### config.mk
export PLATFORM = sky130hd
export DESIGN_NAME = mc_sequencer_flat
export DESIGN_NICKNAME = d
export VERILOG_FILES = /design/src/rtl/mc_sequencer_if.sv /design/src/rtl/mc_sequencer.sv /design/src/flat_wrapper.sv
export SDC_FILE = /design/constraint.sdc
export NUM_CORES = 1
export LEC_CHECK = 0
export CAP_MARGIN = 10
export CORE_ASPECT_RATIO = 0.7
export CORE_MARGIN = 3
export CORE_UTILIZATION = 47
export DETAILED_ROUTE_END_ITERATION = 16
export GPL_ROUTABILITY_DRIVEN = 0
export PLACE_DENSITY = 0.85
export SYNTH_ARGS = -nofsm -noshare
export SYNTH_HDL_FRONTEND = slang
export SYNTH_SLANG_ARGS = --single-unit
### constraint.sdc
create_clock -name CLOCK -period 5.8 [get_ports CLOCK]
set_clock_uncertainty 0.15 [all_clocks]
set_input_delay 0.87 -clock CLOCK [delete_from_list [all_inputs] [get_ports CLOCK]]
set_output_delay 0.87 -clock CLOCK [all_outputs]
set_load 0.01 [all_outputs]
### src/rtl/mc_sequencer_if.sv
`default_nettype none
// ============================================================================
//  Module      : mc_sequencer_if
//  Description : Control/status bundle between the multi-cycle sequencer and
//                its datapath + memory port.
//  Revision    : 1.0 - initial release
// ============================================================================
interface mc_sequencer_if;
    logic [31:0] instruction;
    logic        zero;
    logic        alu_neg;
    logic        mem_ready;

    logic        mem_req;
    logic        mem_we;
    logic        pc_write;
    logic        ir_write;
    logic        reg_write;
    logic [1:0]  pc_src;
    logic [1:0]  reg_dst;
    logic [1:0]  wb_sel;
    logic        alu_src_b;
    logic [4:0]  ALU;
    logic        illegal;

    modport master (
        input  instruction, zero, alu_neg, mem_ready,
        output mem_req, mem_we, pc_write, ir_write, reg_write,
               pc_src, reg_dst, wb_sel, alu_src_b, ALU, illegal
    );

    modport slave (
        output instruction, zero, alu_neg, mem_ready,
        input  mem_req, mem_we, pc_write, ir_write, reg_write,
               pc_src, reg_dst, wb_sel, alu_src_b, ALU, illegal
    );
endinterface
`default_nettype wire

### src/rtl/mc_sequencer.sv
`default_nettype none
// ============================================================================
//  Module      : mc_sequencer
//  Description : Multi-cycle MIPS-style control sequencer (FETCH..WB FSM).
//                Define MUL_EN to enable the multi-cycle MULW path.
//  Revision    : 1.0 - initial release
// ============================================================================
module mc_sequencer #(
    parameter int MUL_CYCLES = 4
) (
    input  wire           CLOCK,
    input  wire           RESET_N,
    mc_sequencer_if.master bus
);

    localparam logic [4:0] c_alu_add = 5'b00000;
    localparam logic [4:0] c_alu_sll = 5'b00001;
    localparam logic [4:0] c_alu_sub = 5'b00010;
    localparam logic [4:0] c_alu_and = 5'b00011;
    localparam logic [4:0] c_alu_or  = 5'b00100;
    localparam logic [4:0] c_alu_nor = 5'b00101;
    localparam logic [4:0] c_alu_slt = 5'b00110;
    localparam logic [4:0] c_alu_srl = 5'b00111;
    localparam logic [4:0] c_alu_sra = 5'b01000;
    localparam logic [4:0] c_alu_lui = 5'b01010;

    localparam logic [5:0] c_op_rtype = 6'b000000;
    localparam logic [5:0] c_op_regimm = 6'b000001;
    localparam logic [5:0] c_op_j     = 6'b000010;
    localparam logic [5:0] c_op_jal   = 6'b000011;
    localparam logic [5:0] c_op_beq   = 6'b000100;
    localparam logic [5:0] c_op_bne   = 6'b000101;
    localparam logic [5:0] c_op_bgtz  = 6'b000111;
    localparam logic [5:0] c_op_addi  = 6'b001000;
    localparam logic [5:0] c_op_addiu = 6'b001001;
    localparam logic [5:0] c_op_slti  = 6'b001010;
    localparam logic [5:0] c_op_andi  = 6'b001100;
    localparam logic [5:0] c_op_ori   = 6'b001101;
    localparam logic [5:0] c_op_lui   = 6'b001111;
    localparam logic [5:0] c_op_lw    = 6'b100011;
    localparam logic [5:0] c_op_sw    = 6'b101011;

    localparam logic [5:0] c_fn_sll  = 6'b000000;
    localparam logic [5:0] c_fn_srl  = 6'b000010;
    localparam logic [5:0] c_fn_sra  = 6'b000011;
    localparam logic [5:0] c_fn_jr   = 6'b001000;
    localparam logic [5:0] c_fn_add  = 6'b100000;
    localparam logic [5:0] c_fn_addu = 6'b100001;
    localparam logic [5:0] c_fn_sub  = 6'b100010;
    localparam logic [5:0] c_fn_subu = 6'b100011;
    localparam logic [5:0] c_fn_and  = 6'b100100;
    localparam logic [5:0] c_fn_or   = 6'b100101;
    localparam logic [5:0] c_fn_nor  = 6'b100111;
    localparam logic [5:0] c_fn_slt  = 6'b101010;
    localparam logic [5:0] c_fn_sltu = 6'b101011;

    localparam logic [2:0] c_cls_exec    = 3'd0;
    localparam logic [2:0] c_cls_branch  = 3'd1;
    localparam logic [2:0] c_cls_jump    = 3'd2;
    localparam logic [2:0] c_cls_mul     = 3'd3;
    localparam logic [2:0] c_cls_illegal = 3'd4;

    typedef enum logic [2:0] {
        S_FETCH  = 3'd0,
        S_DECODE = 3'd1,
        S_EXEC   = 3'd2,
        S_MEM    = 3'd3,
        S_WB     = 3'd4,
        S_BRANCH = 3'd5,
        S_JUMP   = 3'd6
`ifdef MUL_EN
        , S_MULW = 3'd7
`endif
    } state_t;

    state_t     r_state;
    state_t     w_state_next;
    logic [5:0] r_opcode;
    logic [5:0] r_funct;
    logic       r_nop;
    logic       r_armed;

    logic [2:0] w_cls;
    logic [4:0] w_alu;
    logic       w_imm;
    logic       w_is_lw;
    logic       w_is_sw;
    logic       w_taken;
    logic       w_fetch_accept;

`ifdef MUL_EN
    localparam logic [5:0] c_fn_mul  = 6'b011000;
    localparam logic [4:0] c_alu_mul = 5'b01001;
    localparam logic [3:0] c_mul_load = 4'(MUL_CYCLES - 1);

    logic [3:0] r_mul_cnt;

    // Loaded in DECODE so MULW lasts exactly MUL_CYCLES cycles.
    always_ff @(posedge CLOCK or negedge RESET_N) begin
        if (!RESET_N) begin
            r_mul_cnt <= 4'd0;
        end else if (r_state == S_DECODE) begin
            r_mul_cnt <= c_mul_load;
        end else if (r_state == S_MULW && r_mul_cnt != 4'd0) begin
            r_mul_cnt <= r_mul_cnt - 4'd1;
        end
    end
`else
    localparam logic [3:0] c_mul_load = 4'(MUL_CYCLES - 1);
    logic w_unused_mul;
    assign w_unused_mul = ^c_mul_load;
`endif

    // r_armed blocks fetch acceptance on the first edge after reset release.
    assign w_fetch_accept = (r_state == S_FETCH) && r_armed && bus.mem_ready;

    always_ff @(posedge CLOCK or negedge RESET_N) begin
        if (!RESET_N) begin
            r_state  <= S_FETCH;
            r_opcode <= 6'd0;
            r_funct  <= 6'd0;
            r_nop    <= 1'b0;
            r_armed  <= 1'b0;
        end else begin
            r_state <= w_state_next;
            r_armed <= 1'b1;
            if (w_fetch_accept) begin
                r_opcode <= bus.instruction[31:26];
                r_funct  <= bus.instruction[5:0];
                r_nop    <= (bus.instruction == 32'd0);
            end
        end
    end

    always_comb begin
        w_cls   = c_cls_illegal;
        w_alu   = c_alu_add;
        w_imm   = 1'b0;
        w_is_lw = 1'b0;
        w_is_sw = 1'b0;
        case (r_opcode)
            c_op_rtype: begin
                w_cls = c_cls_exec;
                case (r_funct)
                    c_fn_sll:            w_alu = c_alu_sll;
                    c_fn_srl:            w_alu = c_alu_srl;
                    c_fn_sra:            w_alu = c_alu_sra;
                    c_fn_add, c_fn_addu: w_alu = c_alu_add;
                    c_fn_sub, c_fn_subu: w_alu = c_alu_sub;
                    c_fn_and:            w_alu = c_alu_and;
                    c_fn_or:             w_alu = c_alu_or;
                    c_fn_nor:            w_alu = c_alu_nor;
                    c_fn_slt, c_fn_sltu: w_alu = c_alu_slt;
                    c_fn_jr:             w_cls = c_cls_jump;
`ifdef MUL_EN
                    c_fn_mul: begin
                        w_cls = c_cls_mul;
                        w_alu = c_alu_mul;
                    end
`endif
                    default:             w_cls = c_cls_illegal;
                endcase
            end
            c_op_addi, c_op_addiu: begin
                w_cls = c_cls_exec;
                w_imm = 1'b1;
            end
            c_op_slti: begin
                w_cls = c_cls_exec;
                w_imm = 1'b1;
                w_alu = c_alu_slt;
            end
            c_op_andi: begin
                w_cls = c_cls_exec;
                w_imm = 1'b1;
                w_alu = c_alu_and;
            end
            c_op_ori: begin
                w_cls = c_cls_exec;
                w_imm = 1'b1;
                w_alu = c_alu_or;
            end
            c_op_lui: begin
                w_cls = c_cls_exec;
                w_imm = 1'b1;
                w_alu = c_alu_lui;
            end
            c_op_lw: begin
                w_cls   = c_cls_exec;
                w_imm   = 1'b1;
                w_is_lw = 1'b1;
            end
            c_op_sw: begin
                w_cls   = c_cls_exec;
                w_imm   = 1'b1;
                w_is_sw = 1'b1;
            end
            c_op_beq, c_op_bne, c_op_regimm, c_op_bgtz: w_cls = c_cls_branch;
            c_op_j, c_op_jal:                           w_cls = c_cls_jump;
            default:                                    w_cls = c_cls_illegal;
        endcase
    end

    always_comb begin
        case (r_opcode)
            c_op_beq:    w_taken = bus.zero;
            c_op_bne:    w_taken = !bus.zero;
            c_op_regimm: w_taken = !bus.alu_neg;
            c_op_bgtz:   w_taken = !bus.alu_neg && !bus.zero;
            default:     w_taken = 1'b0;
        endcase
    end

    // Outputs are forced low combinationally while RESET_N is asserted.
    always_comb begin
        w_state_next  = r_state;
        bus.mem_req   = 1'b0;
        bus.mem_we    = 1'b0;
        bus.pc_write  = 1'b0;
        bus.ir_write  = 1'b0;
        bus.reg_write = 1'b0;
        bus.pc_src    = 2'd0;
        bus.reg_dst   = 2'd0;
        bus.wb_sel    = 2'd0;
        bus.alu_src_b = 1'b0;
        bus.ALU       = 5'd0;
        bus.illegal   = 1'b0;
        if (RESET_N) begin
            case (r_state)
                S_FETCH: begin
                    bus.mem_req = r_armed;
                    if (w_fetch_accept) begin
                        bus.ir_write = 1'b1;
                        bus.pc_write = 1'b1;
                        w_state_next = S_DECODE;
                    end
                end
                S_DECODE: begin
                    case (w_cls)
                        c_cls_exec:   w_state_next = S_EXEC;
                        c_cls_branch: w_state_next = S_BRANCH;
                        c_cls_jump:   w_state_next = S_JUMP;
`ifdef MUL_EN
                        c_cls_mul:    w_state_next = S_MULW;
`endif
                        default: begin
                            bus.illegal  = 1'b1;
                            w_state_next = S_FETCH;
                        end
                    endcase
                end
                S_EXEC: begin
                    bus.ALU       = w_alu;
                    bus.alu_src_b = w_imm;
                    w_state_next  = (w_is_lw || w_is_sw) ? S_MEM : S_WB;
                end
                S_MEM: begin
                    bus.mem_req = 1'b1;
                    bus.mem_we  = w_is_sw;
                    if (bus.mem_ready) begin
                        w_state_next = w_is_sw ? S_FETCH : S_WB;
                    end
                end
                S_WB: begin
                    bus.reg_write = !r_nop;
                    bus.reg_dst   = (r_opcode == c_op_rtype) ? 2'd1 : 2'd0;
                    bus.wb_sel    = w_is_lw ? 2'd1 : 2'd0;
                    w_state_next  = S_FETCH;
                end
                S_BRANCH: begin
                    bus.ALU = c_alu_sub;
                    if (w_taken) begin
                        bus.pc_write = 1'b1;
                        bus.pc_src   = 2'd1;
                    end
                    w_state_next = S_FETCH;
                end
                S_JUMP: begin
                    bus.pc_write = 1'b1;
                    bus.pc_src   = (r_opcode == c_op_rtype) ? 2'd3 : 2'd2;
                    if (r_opcode == c_op_jal) begin
                        bus.reg_write = 1'b1;
                        bus.reg_dst   = 2'd2;
                        bus.wb_sel    = 2'd2;
                    end
                    w_state_next = S_FETCH;
                end
`ifdef MUL_EN
                S_MULW: begin
                    bus.ALU = c_alu_mul;
                    if (r_mul_cnt == 4'd0) begin
                        w_state_next = S_WB;
                    end
                end
`endif
                default: w_state_next = S_FETCH;
            endcase
        end
    end

endmodule
`default_nettype wire
### src/flat_wrapper.sv
// flat-port wrapper written by rule: the top's interface ports become plain ports
module mc_sequencer_flat 
#(
    parameter int MUL_CYCLES = 4
)
  (CLOCK, RESET_N, bus_instruction, bus_zero, bus_alu_neg, bus_mem_ready, bus_mem_req, bus_mem_we, bus_pc_write, bus_ir_write, bus_reg_write, bus_pc_src, bus_reg_dst, bus_wb_sel, bus_alu_src_b, bus_ALU, bus_illegal);
  mc_sequencer_if bus_i ();
  input  wire CLOCK;
  input  wire RESET_N;
  input wire logic [$bits(bus_i.instruction)-1:0] bus_instruction;
  input wire logic [$bits(bus_i.zero)-1:0] bus_zero;
  input wire logic [$bits(bus_i.alu_neg)-1:0] bus_alu_neg;
  input wire logic [$bits(bus_i.mem_ready)-1:0] bus_mem_ready;
  output wire logic [$bits(bus_i.mem_req)-1:0] bus_mem_req;
  output wire logic [$bits(bus_i.mem_we)-1:0] bus_mem_we;
  output wire logic [$bits(bus_i.pc_write)-1:0] bus_pc_write;
  output wire logic [$bits(bus_i.ir_write)-1:0] bus_ir_write;
  output wire logic [$bits(bus_i.reg_write)-1:0] bus_reg_write;
  output wire logic [$bits(bus_i.pc_src)-1:0] bus_pc_src;
  output wire logic [$bits(bus_i.reg_dst)-1:0] bus_reg_dst;
  output wire logic [$bits(bus_i.wb_sel)-1:0] bus_wb_sel;
  output wire logic [$bits(bus_i.alu_src_b)-1:0] bus_alu_src_b;
  output wire logic [$bits(bus_i.ALU)-1:0] bus_ALU;
  output wire logic [$bits(bus_i.illegal)-1:0] bus_illegal;
  assign bus_i.instruction = bus_instruction;
  assign bus_i.zero = bus_zero;
  assign bus_i.alu_neg = bus_alu_neg;
  assign bus_i.mem_ready = bus_mem_ready;
  assign bus_mem_req = bus_i.mem_req;
  assign bus_mem_we = bus_i.mem_we;
  assign bus_pc_write = bus_i.pc_write;
  assign bus_ir_write = bus_i.ir_write;
  assign bus_reg_write = bus_i.reg_write;
  assign bus_pc_src = bus_i.pc_src;
  assign bus_reg_dst = bus_i.reg_dst;
  assign bus_wb_sel = bus_i.wb_sel;
  assign bus_alu_src_b = bus_i.alu_src_b;
  assign bus_ALU = bus_i.ALU;
  assign bus_illegal = bus_i.illegal;
  mc_sequencer #(.MUL_CYCLES(MUL_CYCLES)) u_core (.CLOCK(CLOCK), .RESET_N(RESET_N), .bus(bus_i));
endmodule
==> metrics.md <==
| Metric | Value |
|---|---|
| 1st-iter DRT viols | `approximately 140` |
| Htree depth | `1` |
| Die outline height | `between 50 and 60 um` |
| DRC viols | `0` |
| # clock sinks | `17` |
| Syn Nets | `214` |
| Skew-Pair Late Insertion Delay | `0.26 ns` |
| Post-synth top flop | `dfrtp_1` |
| Critical path arrival | `between 3 and 4 ns` |
| Number of core rows | `16` |
| FF-to-FF End | `u_core.r_state[0]` |
| Chip Width | `72.2 um` |
| Worst-margin pin slew | `roughly 0.74 ns` |
| Post-Place Cells | `254` |
| Post_cts resized | `0` |
| First-pass GRT wire length | `6840 um` |
| Final setup viols | `0` |
| Pre-Repair DR Iteration Count | `5` |
| Largest net degree at the start of global routing | `22` |
| Core ar. | `2860 um2` |
| Hold crit path type | `reg2reg` |
| Clk slew on worst S/H paths | `~0.07 ns` |
| Status | `complete, no violations` |
| Number of flops mapped to enable cells by yosys | `0` |
| Routed WL | `around 4100 um` |
| Die ar. | `3780 um2` |
| Vias in the first global route | `1589` |
| Overall via count from detail_route | `1652` |
| Crit Path Max Fanout | `21` |
| Critical path class | `in2out` |
| Initial Util | `0.503` |
| Max Cap Viol | `0` |
| Register area share after synthesis | `0.295` |
| TritonCTS clock tree | `done` |
| Routed WL per cell | `about 16 um` |
| Final nets | `260` |
| Area delta synth->final | `38.9%` |
| CTS root buffer | `clkbuf_8` |
| Antenna violations before repair | `0` |
| VDD IR-drop max | `0.189 mV` |
| Asr flop ratio synth | `1.00` |
| Non-Filler Instances | `approximately 260` |
| Kind of end point of the critical path | `output port` |
| CTS max path bufs | `2` |
| Crit path to | `bus_pc_src[0]` |
| Yosys reg bits | `17` |
| Mean post-synth cell area | `about 8.1 um2` |
| Total CTS buffers | `3` |
| R2R depth | `4` |
| Commonest non-fill, non-tap cell in the layout | `clkdlybuf4s50_1` |
| Ant diodes | `0` |
| Grt ovf | `0` |
| R2r startpoint | `u_core.r_opcode[2]` |
| Layout cells sized above 1 | `0.0946` |
| Cell Area, Synth | `1440 um2` |
| Yosys warning count | `0` |
| Slew HR | `0.502` |
| IO Port Bufs | `53` |
| Highest Clock Rate | `0.232 GHz` |
| Final worst path period share | `0.743` |
| Final slew viol count | `0` |
| Top Ports | `55` |
| Distinct cell type count of the synthesized netlist | `49` |
| Gate Count Post-Synth | `177` |
| Final min period | `4.31 ns` |
| Vias/cell | `6.40` |
| Final Hold Fails | `0` |
| Post-CTS Setup Inserts | `0` |
| Critical path launch point | `RESET_N` |
| Total Routing Usage GR | `0.232` |
| CP required | `4.78 ns` |
| Leakage | `~0.74 nW` |
| Dpl hpwl | `3120 um` |
| Reg2reg setup slack | `around 3.8 ns` |
| CP Launch Type | `input port` |
| Most frequent cells in the layout | `clkdlybuf4s50_1, nor2_1, dfrtp_1` |
| RSZ-0062 raised after global routing | `false` |
| Pwr dens | `397 nW/um2` |
| Cts hold-fix bufs | `0` |
| Antenna viol nets, final | `0` |
| Setup TNS | `0 ns` |
==> cells by family (layout without fill, tap and decap cells) <==
family,Yosys count,count (layout),share of synthesized area
compound gates,42,42,0.205
xor+xnor,2,2,0.0122
buf+inv,20,65,0.0678
flops,17,17,0.295
mux,15,15,0.118
other cells,2,2,0.00521
simple gates,79,79,0.296
==> worst min path at each step <==
stage / start / endpoint / cells after the start
after floorplan: u_core.r_nop / u_core.r_nop / 2
after global placement: u_core.r_nop / u_core.r_nop / 2
after detailed placement: u_core.r_nop / u_core.r_nop / 2
after CTS: u_core.r_nop / u_core.r_nop / 2
after global routing: u_core.r_nop / u_core.r_nop / 2
final: u_core.r_nop / u_core.r_nop / 2
==> synth_stat cells, drive strengths merged, types with 2 or more instances <==
library cell,instances,area share
o21ai,9,0.031
o21a,2,0.010
a22oi,2,0.010
nor4,11,0.048
o31ai,3,0.016
o31a,2,0.012
mux2,13,0.10
nand2b,5,0.022
nor2b,4,0.017
nand2,14,0.036
nand4,4,0.017
a21oi,7,0.024
o22ai,3,0.013
nor2,18,0.052
conb,2,0.0052
mux2i,2,0.014
dfrtp,17,0.30
nand3b,2,0.010
nor3,7,0.024
clkbuf,4,0.010
buf,9,0.039
or4b,2,0.014
inv,7,0.018
o2bb2ai,3,0.018
nand3,5,0.017
==> metal layers <==
layer	track usage	wire, um	share of wire
met5	0	0	0
met4	0.0875	156	0.038
met3	0.0460	391	0.096
met2	0.382	1810	0.45
met1	0.299	1700	0.42
==> stage by stage <==
stage          setup slack (ns)  total power [mW]  instance area [um2]  hold WS (ns)   util
2_1_floorplan              2.81             0.581                 1440         0.299      -
3_3_place_gp               1.57             0.658                 1950         0.325  0.682
3_5_place_dp               1.49             0.685                 1950         0.321  0.682
4_1_cts                    1.48             0.782                 2000         0.338  0.699
5_1_grt                    1.34             0.852                 2000         0.378  0.699
6_report                   1.49             0.794                 2000         0.329  0.699
==> worst max-delay path, stage by stage <==
cell,delay (ns)
clkdlybuf4s50_1,0.46
buf_4,0.26
inv_1,0.16
nor2_1,0.15
nand3_1,0.11
or4b_1,0.57
o21ai_0,0.13
clkdlybuf4s50_1,0.58
==> state kept, by name (all words and copies together) (netlist names) <==
signal and cells:
u_core.r_funct 6, u_core.r_opcode 6, u_core.r_nop 1, u_core.r_state 3, u_core.r_armed 1
==> power breakdown <==
| part | total [mW] | internal (mW) | switching, mW |
|---|---|---|---|
| Combinational | 0.388 | 0.203 | 0.186 |
| Clock | 0.0942 | 0.0484 | 0.0458 |
| Sequential | 0.311 | 0.168 | 0.143 |
| Total | 0.794 | 0.419 | 0.375 |
==> cell type report <==
cell class / instances / area (um2)
inverter: 7 / 26.3
sequential: 17 / 425
multi-input combinational: 140 / 917
clock buffer: 3 / 41.3
clock inverter: 1 / 7.51
fill: 212 / 862
tap: 36 / 45.0
timing repair buffer: 54 / 538
Power figures use the tool's default switching activity.
